===== config.mk =====
export PLATFORM = sky130hd
export DESIGN_NAME = i2c_register_responder
export DESIGN_NICKNAME = d
export VERILOG_FILES = /design/src/rtl/i2c_register_responder.sv
export SDC_FILE = /design/constraint.sdc
export NUM_CORES = 2
export LEC_CHECK = 0
export CAP_MARGIN = 25
export CORE_AREA = 3 3 412 414
export DETAILED_ROUTE_END_ITERATION = 10
export DIE_AREA = 0 0 415 417
export GPL_TIMING_DRIVEN = 0
export SYNTH_ARGS = -nofsm -noshare
export SYNTH_HDL_FRONTEND = slang
export SYNTH_SLANG_ARGS = --single-unit

===== constraint.sdc =====
create_clock -name clk25_2 -period 59.2 [get_ports clk25_2]
set_input_delay 8.88 -clock clk25_2 [delete_from_list [all_inputs] [get_ports clk25_2]]
set_output_delay 8.88 -clock clk25_2 [all_outputs]
set_load 0.02 [all_outputs]

===== src/rtl/i2c_register_responder.sv =====
// rtl/i2c_register_responder.sv - I2C target with a pointer-addressed register file exposed to fabric logic
// SCL/SDA are synchronized and glitch-filtered in clk25_2; SDA is only ever pulled low.
module i2c_register_responder #(
  parameter logic [6:0] DEVICE_ADDR = 7'h76,
  parameter int         REG_ADDR_W  = 7,
  parameter int         FILTER_LEN  = 3
) (
  input  logic                  clk25_2,
  input  logic                  reset,
  input  logic                  scl_in,
  input  logic                  sda_in,
  output logic                  sda_oe,
  output logic                  busy,
  output logic                  wr_strobe,
  output logic [REG_ADDR_W-1:0] wr_addr,
  output logic [7:0]            wr_data,
  input  logic [REG_ADDR_W-1:0] fab_rd_addr,
  output logic [7:0]            fab_rd_data
);

  localparam logic [3:0] ST_IDLE    = 4'd0;
  localparam logic [3:0] ST_ADDR    = 4'd1;
  localparam logic [3:0] ST_ACK     = 4'd2;
  localparam logic [3:0] ST_PTR     = 4'd3;
  localparam logic [3:0] ST_WDATA   = 4'd4;
  localparam logic [3:0] ST_RD_LOAD = 4'd5;
  localparam logic [3:0] ST_RD_DATA = 4'd6;
  localparam logic [3:0] ST_RD_ACK  = 4'd7;
  localparam logic [3:0] ST_IGNORE  = 4'd8;
  localparam int         DEPTH      = 1 << REG_ADDR_W;

  logic [1:0]            scl_sync_q, scl_sync_d, sda_sync_q, sda_sync_d;
  logic [FILTER_LEN-1:0] scl_hist_q, scl_hist_d, sda_hist_q, sda_hist_d;
  logic                  scl_f_q, scl_f_d, sda_f_q, sda_f_d;
  logic                  scl_prev_q, scl_prev_d, sda_prev_q, sda_prev_d;

  logic [3:0]            state_q, state_d;
  logic [3:0]            bit_cnt_q, bit_cnt_d;
  logic [7:0]            shift_q, shift_d;
  logic                  rw_q, rw_d;
  logic                  ack_after_addr_q, ack_after_addr_d;
  logic [REG_ADDR_W-1:0] ptr_q, ptr_d;
  logic                  sda_oe_q, sda_oe_d;
  logic                  busy_q, busy_d;
  logic                  wr_strobe_q, wr_strobe_d;
  logic [REG_ADDR_W-1:0] wr_addr_q, wr_addr_d;
  logic [7:0]            wr_data_q, wr_data_d;
  logic [7:0]            fab_rd_data_q, fab_rd_data_d;
  logic                  reg_we;
  logic [7:0]            regs_q [DEPTH];

  logic scl_rise, scl_fall, start_cond, stop_cond, last_bit;
  logic [7:0] shift_in;

  // A new level is accepted only once FILTER_LEN synchronized samples agree.
  always_comb begin
    scl_sync_d = {scl_sync_q[0], scl_in};
    sda_sync_d = {sda_sync_q[0], sda_in};
    scl_hist_d = {scl_hist_q[FILTER_LEN-2:0], scl_sync_q[1]};
    sda_hist_d = {sda_hist_q[FILTER_LEN-2:0], sda_sync_q[1]};
    scl_f_d    = scl_f_q;
    sda_f_d    = sda_f_q;
    if (&scl_hist_q)       scl_f_d = 1'b1;
    else if (~|scl_hist_q) scl_f_d = 1'b0;
    if (&sda_hist_q)       sda_f_d = 1'b1;
    else if (~|sda_hist_q) sda_f_d = 1'b0;
    scl_prev_d = scl_f_q;
    sda_prev_d = sda_f_q;
  end

  assign scl_rise   = scl_f_q & ~scl_prev_q;
  assign scl_fall   = ~scl_f_q & scl_prev_q;
  assign start_cond = scl_f_q & scl_prev_q & sda_prev_q & ~sda_f_q;
  assign stop_cond  = scl_f_q & scl_prev_q & ~sda_prev_q & sda_f_q;
  assign shift_in   = {shift_q[6:0], sda_f_q};
  assign last_bit   = (bit_cnt_q == 4'd7);

  always_comb begin
    state_d          = state_q;
    bit_cnt_d        = bit_cnt_q;
    shift_d          = shift_q;
    rw_d             = rw_q;
    ack_after_addr_d = ack_after_addr_q;
    ptr_d            = ptr_q;
    sda_oe_d         = sda_oe_q;
    busy_d           = busy_q;
    wr_strobe_d      = 1'b0;
    wr_addr_d        = wr_addr_q;
    wr_data_d        = wr_data_q;
    reg_we           = 1'b0;
    fab_rd_data_d    = regs_q[fab_rd_addr];

    case (state_q)
      ST_ADDR: if (scl_rise) begin
        shift_d   = shift_in;
        bit_cnt_d = bit_cnt_q + 4'd1;
        if (last_bit) begin
          rw_d             = sda_f_q;
          ack_after_addr_d = 1'b1;
          state_d          = (shift_in[7:1] == DEVICE_ADDR) ? ST_ACK : ST_IGNORE;
        end
      end
      ST_PTR: if (scl_rise) begin
        shift_d   = shift_in;
        bit_cnt_d = bit_cnt_q + 4'd1;
        if (last_bit) begin
          ptr_d            = shift_in[REG_ADDR_W-1:0];
          ack_after_addr_d = 1'b0;
          state_d          = ST_ACK;
        end
      end
      ST_WDATA: if (scl_rise) begin
        shift_d   = shift_in;
        bit_cnt_d = bit_cnt_q + 4'd1;
        if (last_bit) begin
          reg_we           = 1'b1;
          wr_strobe_d      = 1'b1;
          wr_addr_d        = ptr_q;
          wr_data_d        = shift_in;
          ptr_d            = ptr_q + 1'b1;
          ack_after_addr_d = 1'b0;
          state_d          = ST_ACK;
        end
      end
      // A read ACK hands over at the first fall so the next fall can carry data bit 7.
      ST_ACK: if (scl_fall) begin
        if (!sda_oe_q) begin
          sda_oe_d = 1'b1;
          if (ack_after_addr_q && rw_q) state_d = ST_RD_LOAD;
        end else begin
          sda_oe_d  = 1'b0;
          bit_cnt_d = 4'd0;
          state_d   = ack_after_addr_q ? ST_PTR : ST_WDATA;
        end
      end
      ST_RD_LOAD: begin
        shift_d   = regs_q[ptr_q];
        ptr_d     = ptr_q + 1'b1;
        bit_cnt_d = 4'd0;
        state_d   = ST_RD_DATA;
      end
      ST_RD_DATA: if (scl_fall) begin
        if (bit_cnt_q == 4'd8) begin
          sda_oe_d = 1'b0;
          state_d  = ST_RD_ACK;
        end else begin
          sda_oe_d  = ~shift_q[7];
          shift_d   = {shift_q[6:0], 1'b0};
          bit_cnt_d = bit_cnt_q + 4'd1;
        end
      end
      ST_RD_ACK: if (scl_rise) state_d = sda_f_q ? ST_IGNORE : ST_RD_LOAD;
      default: ;
    endcase

    if (start_cond || stop_cond) begin
      sda_oe_d    = 1'b0;
      bit_cnt_d   = 4'd0;
      ptr_d       = ptr_q;
      reg_we      = 1'b0;
      wr_strobe_d = 1'b0;
      wr_addr_d   = wr_addr_q;
      wr_data_d   = wr_data_q;
      busy_d      = start_cond;
      state_d     = start_cond ? ST_ADDR : ST_IDLE;
    end
  end

  always_ff @(posedge clk25_2 or posedge reset) begin
    if (reset) begin
      scl_sync_q       <= '1;
      sda_sync_q       <= '1;
      scl_hist_q       <= '1;
      sda_hist_q       <= '1;
      scl_f_q          <= 1'b1;
      sda_f_q          <= 1'b1;
      scl_prev_q       <= 1'b1;
      sda_prev_q       <= 1'b1;
      state_q          <= ST_IDLE;
      bit_cnt_q        <= '0;
      shift_q          <= '0;
      rw_q             <= 1'b0;
      ack_after_addr_q <= 1'b0;
      ptr_q            <= '0;
      sda_oe_q         <= 1'b0;
      busy_q           <= 1'b0;
      wr_strobe_q      <= 1'b0;
      wr_addr_q        <= '0;
      wr_data_q        <= '0;
      fab_rd_data_q    <= '0;
    end else begin
      scl_sync_q       <= scl_sync_d;
      sda_sync_q       <= sda_sync_d;
      scl_hist_q       <= scl_hist_d;
      sda_hist_q       <= sda_hist_d;
      scl_f_q          <= scl_f_d;
      sda_f_q          <= sda_f_d;
      scl_prev_q       <= scl_prev_d;
      sda_prev_q       <= sda_prev_d;
      state_q          <= state_d;
      bit_cnt_q        <= bit_cnt_d;
      shift_q          <= shift_d;
      rw_q             <= rw_d;
      ack_after_addr_q <= ack_after_addr_d;
      ptr_q            <= ptr_d;
      sda_oe_q         <= sda_oe_d;
      busy_q           <= busy_d;
      wr_strobe_q      <= wr_strobe_d;
      wr_addr_q        <= wr_addr_d;
      wr_data_q        <= wr_data_d;
      fab_rd_data_q    <= fab_rd_data_d;
    end
  end

  always_ff @(posedge clk25_2 or posedge reset) begin
    if (reset) begin
      for (int i = 0; i < DEPTH; i++) regs_q[i] <= 8'h00;
    end else if (reg_we) begin
      regs_q[ptr_q] <= shift_in;
    end
  end

  // Gate with reset so the bus is freed in the very cycle reset rises.
  assign sda_oe      = sda_oe_q & ~reset;
  assign busy        = busy_q;
  assign wr_strobe   = wr_strobe_q;
  assign wr_addr     = wr_addr_q;
  assign wr_data     = wr_data_q;
  assign fab_rd_data = fab_rd_data_q;

endmodule


==> run summary <==
worst min path class -> flip-flop to flip-flop
Via density -> 6.745
CP max-delay cell -> clkdlybuf4s50_1
Design Area, Final -> 67420 um^2
fraction of registers with async set/reset -> 1.000
Wirelength per Cell -> 44.33 um
fillcell total -> 15580
final setup fails -> 0
Tightest Pin Transition -> 1.302 ns
Fin. Hold Viols -> 0
GPL Wtd Cong -> 1.107
sequential area share after synthesis -> 0.4687
CTS tree -> built
Cell Area, Synth -> 58180 um^2
Crit path arrival time -> 10.15 ns
Post-DP Area -> 62720 um^2
die width -> 415 um
postcts setup bufs -> 0
Setup CP Type -> primary input to output pin
die area -> 173100 um^2
cells along the critical path -> clkdlybuf4s50_1, nor2b_1, clkdlybuf4s50_1
DPL Wire Length -> 212.6 mm
Clock Tree Buf Depth -> 3
drt first pass iters -> 6
Core Rows -> 150
initial core utilization -> 0.3491
Num CTS Buffers -> 132
Yosys top cell area share -> 0.4624
Required @ worst endpoint -> 50.32 ns
crit-path max FO -> 2
routed wire length -> 297.8 mm
Initial DRC Count -> 7079
num ports -> 37
CTS Sinks -> 1089
fin util -> 0.4045
grt total ovfl -> 0
Synthesized Nets -> 4142
CTS Hold Bufs -> 0
clk slew on worst S/H paths -> 0.05 ns
Final Cycle Share -> 0.3214
root buffer cell -> clkbuf_16
Port Buffers -> 29
slack of the critical path -> 40.17 ns
initial antenna violation count -> 34
top area cells in the synthesized netlist -> dfrtp_1 (46%), mux2_2 (21%), mux4_2 (16%), mux2i_1 (2.9%), clkbuf_1 (1.5%)
sum of negative setup slack -> 0 ns
commonest non-fill, non-tap cell in the layout -> mux2_2
Most Frequent Cell on Critical Path -> clkdlybuf4s50_1
vias in the first global route -> 43813
FMAX -> 0.05256 GHz
Worst path max stage delay -> 0.61 ns
yosys warns -> 0
ys flop type -> dfrtp_1
Worst Setup End Kind -> output pin
most frequent cells in the layout -> mux2_2 (1088), dfrtp_1 (1075), mux4_2 (417)
DIE HEIGHT -> 417 um
largest net degree at the start of global routing -> 123
PD cells -> 27.32 nW/um^2
Mapped Avg Cell Area -> 14.09 um^2
# nets final -> 4396
Worst Setup Start Kind -> primary input
layout cells sized above 1 -> 0.4669
register bit total from synthesis -> 1089
CTS H-tree depth -> 4
status -> completed
synthesis-to-layout area growth -> 15.89%
RSZ-0062 raised after global routing -> false
pre-CTS WS -> 40.16 ns
Design Power -> 1842 uW
post-synth top area cell -> dfrtp_1
cells after synthesis -> 4128
core area -> 166700 um^2
Max Cap Violations -> 0
Post-synth EDFFs -> 0
depth of the worst register-to-register path -> 11
vias after detailed routing -> 45314
GR Util All Layers -> 0.3386
Post-DRT Antenna Nets -> 0
hold-critical path depth -> 0
clock latency on the worst-skew pair -> 0.83 ns
clk_skew -> 0.04748 ns
first-pass GRT wire length -> 396.9 mm
cts repair resizes -> 0
VDD IR max -> 29.46 uV
Max-slew headroom -> 0.1317
LEAKAGE -> 0.02924 uW
Max Transition Viols Final -> 0
Final Critical Period -> 19.03 ns
DRC errors left -> 0
Yosys cell types -> 72
## final cells by class
cell class / instances / area [um^2] / share of cell area
Clock buffer: 190 / 3854 / 0.05716
Clock inverter: 49 / 744.5 / 0.01104
Buffer: 357 / 1534 / 0.02275
Sequential cell: 1089 / 27270 / 0.4045
Multi-Input combinational cell: 2667 / 29400 / 0.4360
Timing Repair Buffer: 120 / 1734 / 0.02572
Inverter: 15 / 63.81 / 0.0009465
Tap cell: 2204 / 2758 / 0.04090
Antenna cell: 27 / 67.56 / 0.001002
## final timing paths
| kind | slack, ns | startpoint | endpoint |
|---|---|---|---|
| hold / removal | 0.35 | sda_sync_q[1] | sda_hist_q[0] |
| max in group asynchronous | 48.52 | reset | regs_q[882] |
| setup reg to reg | 53.21 | ptr_q[0] | shift_q[2] |
| hold reg to reg | 0.35 | sda_sync_q[1] | sda_hist_q[0] |
| setup / recovery | 40.17 | reset | sda_oe |
| min in group asynchronous | 8.63 | reset | state_q[0] |
## worst max-delay path, delay by kind of cell
family / cells / cell delay [ns]
simple gates: 1 / 0.15
buf+inv: 2 / 1.12
## logic make-up (layout without fill, tap and decap cells)
kind of cell | count (synthesis) | count (layout) | synth area share
muxes | 1673 | 1673 | 0.4009
DFF | 1089 | 1089 | 0.4687
AOI/OAI and AO/OA | 527 | 527 | 0.06209
and+or+nand+nor | 463 | 463 | 0.04097
buffers and inverters | 372 | 731 | 0.02648
adders and majority gates | 3 | 3 | 0.0006453
xor gates and xnor gates | 1 | 1 | 0.0001506
other | 0 | 27 | 0
## routing by layer
metal | wire [um] | global-route usage | share of wire
met5 | 122 | 0 | 0.00041
met4 | 28840 | 0.2676 | 0.097
met3 | 41710 | 0.1563 | 0.14
met2 | 120600 | 0.4637 | 0.40
met1 | 106500 | 0.4084 | 0.36
## synthesized netlist by cell type, drive strengths merged, types with 3 or more instances
master	number
a22oi	58
o21ai	114
o31ai	6
a311o	3
o2111ai	4
a221o	15
mux2i	168
o311ai	3
a221oi	73
mux2	1088
o22ai	10
mux4	417
and3	6
o41ai	3
dfrtp	1075
nand2b	9
and2	8
nor3	12
nand3	53
nor2b	14
and3b	3
nor3b	5
o211a	4
o2bb2ai	9
a211oi	16
buf	126
dfstp	14
a31oi	13
ha	3
a211o	5
o211ai	18
nand2	109
a22o	20
nand4	10
clkbuf	231
nand3b	3
or2	3
inv	14
nor2	218
a2111oi	10
a21oi	114
a311oi	4
o221ai	12
## flip-flops by register name, summed over array words and instances, names as in the netlist, 4 cells and up
register / cells
regs_q: 1024
ptr_q: 7
state_q: 4
fab_rd_data: 8
wr_data: 8
wr_addr: 7
bit_cnt_q: 4
shift_q: 8
## stage by stage
stage / instances / hold WS (ns)
final: 6718 / 0.3538
after floorplan: 4128 / 0.3452
after global placement: 6361 / 0.3471
after detailed placement: 6448 / 0.3468
after global routing: 6692 / 0.3624
after CTS: 6687 / 0.3544
## report_power, final
part	switching [uW]	total, uW	internal [uW]
Sequential	11.4	761	750
Clock	362	872	510
Combinational	171	209	38.0
Total	544	1840	1300
Power figures use the tool's default switching activity.
